--- src/rtl/controle_display.sv ---
// Shared binary-to-BCD conversion controller for the data and program-counter
// 7-segment displays: arbitrates one sequential double-dabble engine.
module controle_display #(
  parameter int DIGITOS   = 8,
  parameter int BITS_CONV = 27
) (
  input  logic                   clock,
  input  logic                   reset,
  input  logic                   out,
  input  logic                   in,
  input  logic [31:0]            dados,
  input  logic [31:0]            entrada,
  input  logic [31:0]            endereco,
  output logic [4*DIGITOS-1:0]   segmentos,
  output logic [4*DIGITOS-1:0]   segmentosPrograma,
  output logic [31:0]            saida,
  output logic                   neg,
  output logic                   estouro,
  output logic                   estouroPrograma,
  output logic                   ocupado,
  output logic                   pronto
);

  localparam int          BCD_W  = 4 * DIGITOS;
  localparam int          CNT_W  = $clog2(BITS_CONV);
  localparam logic [31:0] LIMITE = 32'd99_999_999;

  typedef enum logic [1:0] {OCIOSO, CONVERTE, GRAVA} estado_t;
  typedef enum logic [1:0] {SRC_OUT, SRC_IN, SRC_PC} fonte_t;

  estado_t              state_reg, state_next;
  fonte_t               fonte_reg, fonte_next;
  logic                 pend_out_reg, pend_out_next;
  logic                 pend_in_reg, pend_in_next;
  logic [31:0]          op_out_reg, op_out_next;
  logic [31:0]          op_in_reg, op_in_next;
  logic                 pc_valido_reg, pc_valido_next;
  logic [31:0]          ult_end_reg, ult_end_next;
  logic [31:0]          raw_reg, raw_next;
  logic                 sgn_reg, sgn_next;
  logic                 ovf_reg, ovf_next;
  logic [BITS_CONV-1:0] sr_reg, sr_next;
  logic [BCD_W-1:0]     bcd_reg, bcd_next;
  logic [CNT_W-1:0]     cnt_reg, cnt_next;

  logic [BCD_W-1:0]     segmentos_reg, segmentos_next;
  logic [BCD_W-1:0]     seg_prog_reg, seg_prog_next;
  logic [31:0]          saida_reg, saida_next;
  logic                 neg_reg, neg_next;
  logic                 estouro_reg, estouro_next;
  logic                 est_prog_reg, est_prog_next;
  logic                 pronto_reg, pronto_next;

  logic                 pend_pc;
  logic                 granted;
  fonte_t               fonte_sel;
  logic [31:0]          x_sel;
  logic                 neg_sel;
  logic [31:0]          mag;
  logic [BCD_W-1:0]     bcd_ajust;
  logic [BCD_W-1:0]     resultado;

  // PC request is a pure comparison, recomputed every cycle
  assign pend_pc = !pc_valido_reg || (endereco != ult_end_reg);

  // Double-dabble correction: every nibble >= 5 gets +3 before the shift
  genvar gi;
  generate
    for (gi = 0; gi < DIGITOS; gi++) begin : g_dabble
      assign bcd_ajust[4*gi +: 4] = (bcd_reg[4*gi +: 4] >= 4'd5) ?
                                    bcd_reg[4*gi +: 4] + 4'd3 :
                                    bcd_reg[4*gi +: 4];
    end
  endgenerate

  assign resultado = ovf_reg ? {BCD_W{1'b1}} : bcd_reg;

  always_comb begin
    state_next     = state_reg;
    fonte_next     = fonte_reg;
    pend_out_next  = pend_out_reg;
    pend_in_next   = pend_in_reg;
    op_out_next    = op_out_reg;
    op_in_next     = op_in_reg;
    pc_valido_next = pc_valido_reg;
    ult_end_next   = ult_end_reg;
    raw_next       = raw_reg;
    sgn_next       = sgn_reg;
    ovf_next       = ovf_reg;
    sr_next        = sr_reg;
    bcd_next       = bcd_reg;
    cnt_next       = cnt_reg;
    segmentos_next = segmentos_reg;
    seg_prog_next  = seg_prog_reg;
    saida_next     = saida_reg;
    neg_next       = neg_reg;
    estouro_next   = estouro_reg;
    est_prog_next  = est_prog_reg;
    pronto_next    = 1'b0;
    granted        = 1'b0;
    fonte_sel      = SRC_OUT;
    x_sel          = 32'd0;
    neg_sel        = 1'b0;
    mag            = 32'd0;

    case (state_reg)
      OCIOSO: begin
        if (pend_out_reg) begin
          granted       = 1'b1;
          fonte_sel     = SRC_OUT;
          x_sel         = op_out_reg;
          pend_out_next = 1'b0;
        end else if (pend_in_reg) begin
          granted      = 1'b1;
          fonte_sel    = SRC_IN;
          x_sel        = op_in_reg;
          pend_in_next = 1'b0;
        end else if (pend_pc) begin
          granted        = 1'b1;
          fonte_sel      = SRC_PC;
          x_sel          = endereco;
          ult_end_next   = endereco;
          pc_valido_next = 1'b1;
        end

        if (granted) begin
          // Only the OUT operand is signed
          neg_sel    = (fonte_sel == SRC_OUT) && x_sel[31];
          mag        = neg_sel ? (~x_sel + 32'd1) : x_sel;
          fonte_next = fonte_sel;
          raw_next   = x_sel;
          sgn_next   = neg_sel;
          if (mag > LIMITE) begin
            ovf_next   = 1'b1;
            state_next = GRAVA;
          end else begin
            ovf_next   = 1'b0;
            sr_next    = mag[BITS_CONV-1:0];
            bcd_next   = '0;
            cnt_next   = '0;
            state_next = CONVERTE;
          end
        end
      end

      CONVERTE: begin
        {bcd_next, sr_next} = {bcd_ajust, sr_reg} << 1;
        cnt_next = cnt_reg + 1'b1;
        if (cnt_reg == CNT_W'(BITS_CONV - 1)) begin
          state_next = GRAVA;
        end
      end

      GRAVA: begin
        if (fonte_reg == SRC_PC) begin
          seg_prog_next = resultado;
          est_prog_next = ovf_reg;
        end else begin
          segmentos_next = resultado;
          saida_next     = raw_reg;
          neg_next       = sgn_reg;
          estouro_next   = ovf_reg;
        end
        pronto_next = 1'b1;
        state_next  = OCIOSO;
      end

      default: state_next = OCIOSO;
    endcase

    // A new pulse wins over the clear of a same-edge grant; latest operand wins
    if (out) begin
      pend_out_next = 1'b1;
      op_out_next   = dados;
    end
    if (in) begin
      pend_in_next = 1'b1;
      op_in_next   = entrada;
    end
  end

  always_ff @(posedge clock) begin
    if (reset) begin
      state_reg     <= OCIOSO;
      fonte_reg     <= SRC_OUT;
      pend_out_reg  <= 1'b0;
      pend_in_reg   <= 1'b0;
      op_out_reg    <= 32'd0;
      op_in_reg     <= 32'd0;
      pc_valido_reg <= 1'b0;
      ult_end_reg   <= 32'd0;
      raw_reg       <= 32'd0;
      sgn_reg       <= 1'b0;
      ovf_reg       <= 1'b0;
      sr_reg        <= '0;
      bcd_reg       <= '0;
      cnt_reg       <= '0;
      segmentos_reg <= '0;
      seg_prog_reg  <= '0;
      saida_reg     <= 32'd0;
      neg_reg       <= 1'b0;
      estouro_reg   <= 1'b0;
      est_prog_reg  <= 1'b0;
      pronto_reg    <= 1'b0;
    end else begin
      state_reg     <= state_next;
      fonte_reg     <= fonte_next;
      pend_out_reg  <= pend_out_next;
      pend_in_reg   <= pend_in_next;
      op_out_reg    <= op_out_next;
      op_in_reg     <= op_in_next;
      pc_valido_reg <= pc_valido_next;
      ult_end_reg   <= ult_end_next;
      raw_reg       <= raw_next;
      sgn_reg       <= sgn_next;
      ovf_reg       <= ovf_next;
      sr_reg        <= sr_next;
      bcd_reg       <= bcd_next;
      cnt_reg       <= cnt_next;
      segmentos_reg <= segmentos_next;
      seg_prog_reg  <= seg_prog_next;
      saida_reg     <= saida_next;
      neg_reg       <= neg_next;
      estouro_reg   <= estouro_next;
      est_prog_reg  <= est_prog_next;
      pronto_reg    <= pronto_next;
    end
  end

  assign segmentos         = segmentos_reg;
  assign segmentosPrograma = seg_prog_reg;
  assign saida             = saida_reg;
  assign neg               = neg_reg;
  assign estouro           = estouro_reg;
  assign estouroPrograma   = est_prog_reg;
  assign ocupado           = (state_reg != OCIOSO);
  assign pronto            = pronto_reg;

endmodule

--- config.mk ---
export PLATFORM = sky130hd
export DESIGN_NAME = controle_display
export DESIGN_NICKNAME = d
export VERILOG_FILES = /design/src/rtl/controle_display.sv
export SDC_FILE = /design/constraint.sdc
export NUM_CORES = 1
export LEC_CHECK = 0
export CORE_MARGIN = 2
export CORE_UTILIZATION = 35
export DETAILED_ROUTE_END_ITERATION = 16
export GPL_ROUTABILITY_DRIVEN = 0
export RECOVER_POWER = 50
export SLEW_MARGIN = 20
export SYNTH_ARGS = -nofsm -noshare
export SYNTH_HDL_FRONTEND = slang
export SYNTH_SLANG_ARGS = --single-unit
--- constraint.sdc ---
create_clock -name clock -period 10.6 [get_ports clock]
set_input_delay 2.12 -clock clock [delete_from_list [all_inputs] [get_ports clock]]
set_output_delay 2.12 -clock clock [all_outputs]
set_load 0.005 [all_outputs]
==> metrics.txt <==
largest net degree at the start of global routing 135; DRC Markers 0; port bufs 200; failing checks max-capacitance violations, max-slew violations; area grow syn2layout 25.49%; fin crit period 8327 ps; status finished, violations left; Clock Tree Root clkbuf_16; Crit. End Element flip-flop; post-synth top area cell dfxtp_1; fraction of registers with async set/reset 0%; Max Fanout on Critical Path 26; global route overflow 0; post-route worst setup slack 2273 ps; Vert. Die Dim 204.0 um; Pwr Density 184.9 nW/um2; Final Cycle Share 78.56%; setup_tns 0 ps; Mapped Cells 1697; Max Fclk 120.1 MHz; vias in the first global route 12050; Clock Latency Late Sink 560 ps; Max Cap Viol 1; final setup vio count 0; number of I/O pins 201; drt wl/cell 18.10 um; Avg Cell Area, Syn 8.247 um2; Layout Skew 37.17 ps; synth top area cells dfxtp_1 43%, nor2_1 7.5%, nand2_1 5.1%; CTS Buffer Depth 3; hold-fix buffers at CTS 0; max-slew headroom at the worst pin -298.6%; die area 41600 um2; Yosys warning total 0; proportion of layout cells with a drive suffix above 1 6.724%; core area 39640 um2; Worst setup SP type input pin; cts bufs inserted 36; TritonCTS clock tree done; placed cell count 2318; WS Path Type input pin to flip-flop; post_cts resized 0; vias per std cell 5.416; Worst Max-Slew Pin Slew 5979 ps; Final ANT Viol Nets 0; Clock transition at path regs 50 ps; All-Layer GR Usage 20.49%; most numerous cell in the Yosys netlist dfxtp_1; Hold Violations, Final 0; CTS Sinks 301; ys flop type dfxtp_1; Peak VDD IR 0.1113 mV; Crit path required time 11060 ps; non-filler cells, final 2384; global-route wire length before repair 67.90 mm; P_leak 0.006754 uW; Starting Density 35.30%; NumNets Final 1952; HP Class flip-flop to flip-flop; register area share after synthesis 43.06%; pins over their slew limit 135; Syn Std Cell Area 13990 um2; DRT iter0 DRCs 1175; Ant. Diodes 0; Synth top area share 43.06%; chip width 204.0 um; FF+latch count, synth 301; Post-Route WL 43.15 mm; total iterations of the first detailed-routing run 9; antenna violations before repair 0; via total after detailed routing 12910; H-tree levels 2; Synth Net Count 1816; WP data arrival 8790 ps; Rows 73; commonest cells in the synthesized netlist 301 x dfxtp_1, 280 x nor2_1, 191 x nand2_1, 136 x a21oi_1, 101 x clkbuf_1; Post-synth EDFFs 0; Setup Fix Bufs, Post-CTS 0; count of different cell masters after synthesis 79; post-DP HPWL 29.97 mm; unrepaired setup endpoints after global routing no; pre-CTS setup slack 1839 ps
## logic make-up (layout without fill, tap and decap cells)
family / Yosys count / in the layout / share of synthesized area (%)
AOI/OAI and AO/OA: 447 / 447 / 21.30
buffers and inverters: 150 / 312 / 4.282
DFF: 301 / 301 / 43.06
xor gates and xnor gates: 66 / 66 / 4.131
and+or+nand+nor: 643 / 643 / 20.46
muxes: 71 / 71 / 5.078
adders and majority gates: 19 / 19 / 1.699
## where the power goes
part           switching [uW]  internal [uW]
combinational             405            263
sequential               70.6           1240
clock                     501            764
## worst paths after layout
path / slack, ps / to / start / cells past startpoint
worst min-delay path: 450 / saida[8]$_SDFFE_PP0P_ / saida[8]$_SDFFE_PP0P_ / 2
worst min register to register: 450 / saida[8]$_SDFFE_PP0P_ / saida[8]$_SDFFE_PP0P_ / 2
worst max-delay path: 2270 / bcd_reg[20]$_SDFFE_PP0P_ / endereco[25] / 21
worst max register to register: 4080 / bcd_reg[20]$_SDFFE_PP0P_ / ult_end_reg[19]$_SDFFE_PP0P_ / 20
## worst max-delay path, cell delays in order
cell and delay [ps]:
clkdlybuf4s50_1 580, xor2_1 220, nor4_1 410, and4_1 290, nand3_1 450, nand3b_1 270
a21oi_1 90, a21oi_1 350, ha_1 320, nor2b_1 160, a32oi_1 70, nor3_1 650
and3_1 320, and4_1 310, and3_1 180, a31oi_1 100, xor2_1 240, o31a_1 310
buf_4 220, nor3_4 840, a22o_1 270
## final cells by class
type                       instances  area, um2
timing repair buffer             221       2138
fill                            3978      22080
inverter                          27      101.3
sequential                       301       6027
multi-input combinational       1246       7417
clock inverter                    18      191.4
clock buffer                      46       1030
tap                              525      656.9
## metrics by stage
step / hold WS [ps] / area (um2) / power [uW] / util (%)
2_1_floorplan: 427.2 / 13990 / 1733 / -
5_1_grt: 465.4 / 17560 / 3400 / 44.30
6_report: 449.0 / 17560 / 3247 / 44.30
3_5_place_dp: 445.4 / 16340 / 2019 / 41.22
4_1_cts: 454.6 / 17560 / 3293 / 44.30
3_3_place_gp: 441.6 / 16340 / 2008 / 41.22
## layout by cell type, fill, tap and decap left out, types with 35 or more instances in the layout
master,n
mux2i_1,71
nand2_1,190
clkdlybuf4s50_1,97
a211oi_1,90
dfxtp_1,300
o21ai_0,60
nand3_1,35
a21oi_1,136
dlygate4sd3_1,100
xor2_1,44
clkbuf_16,37
nor2_1,276
## layer usage
metal  global-route usage, %  vias up  routed length [um]
met5                       0        -                   0
met4                   6.444        0                1044
li1                        -     6264                   -
met3                   4.098       75                2987
met2                   30.50      448               18580
met1                   29.60     6124               20540
No activity file was read; power rests on OpenSTA's default activity.
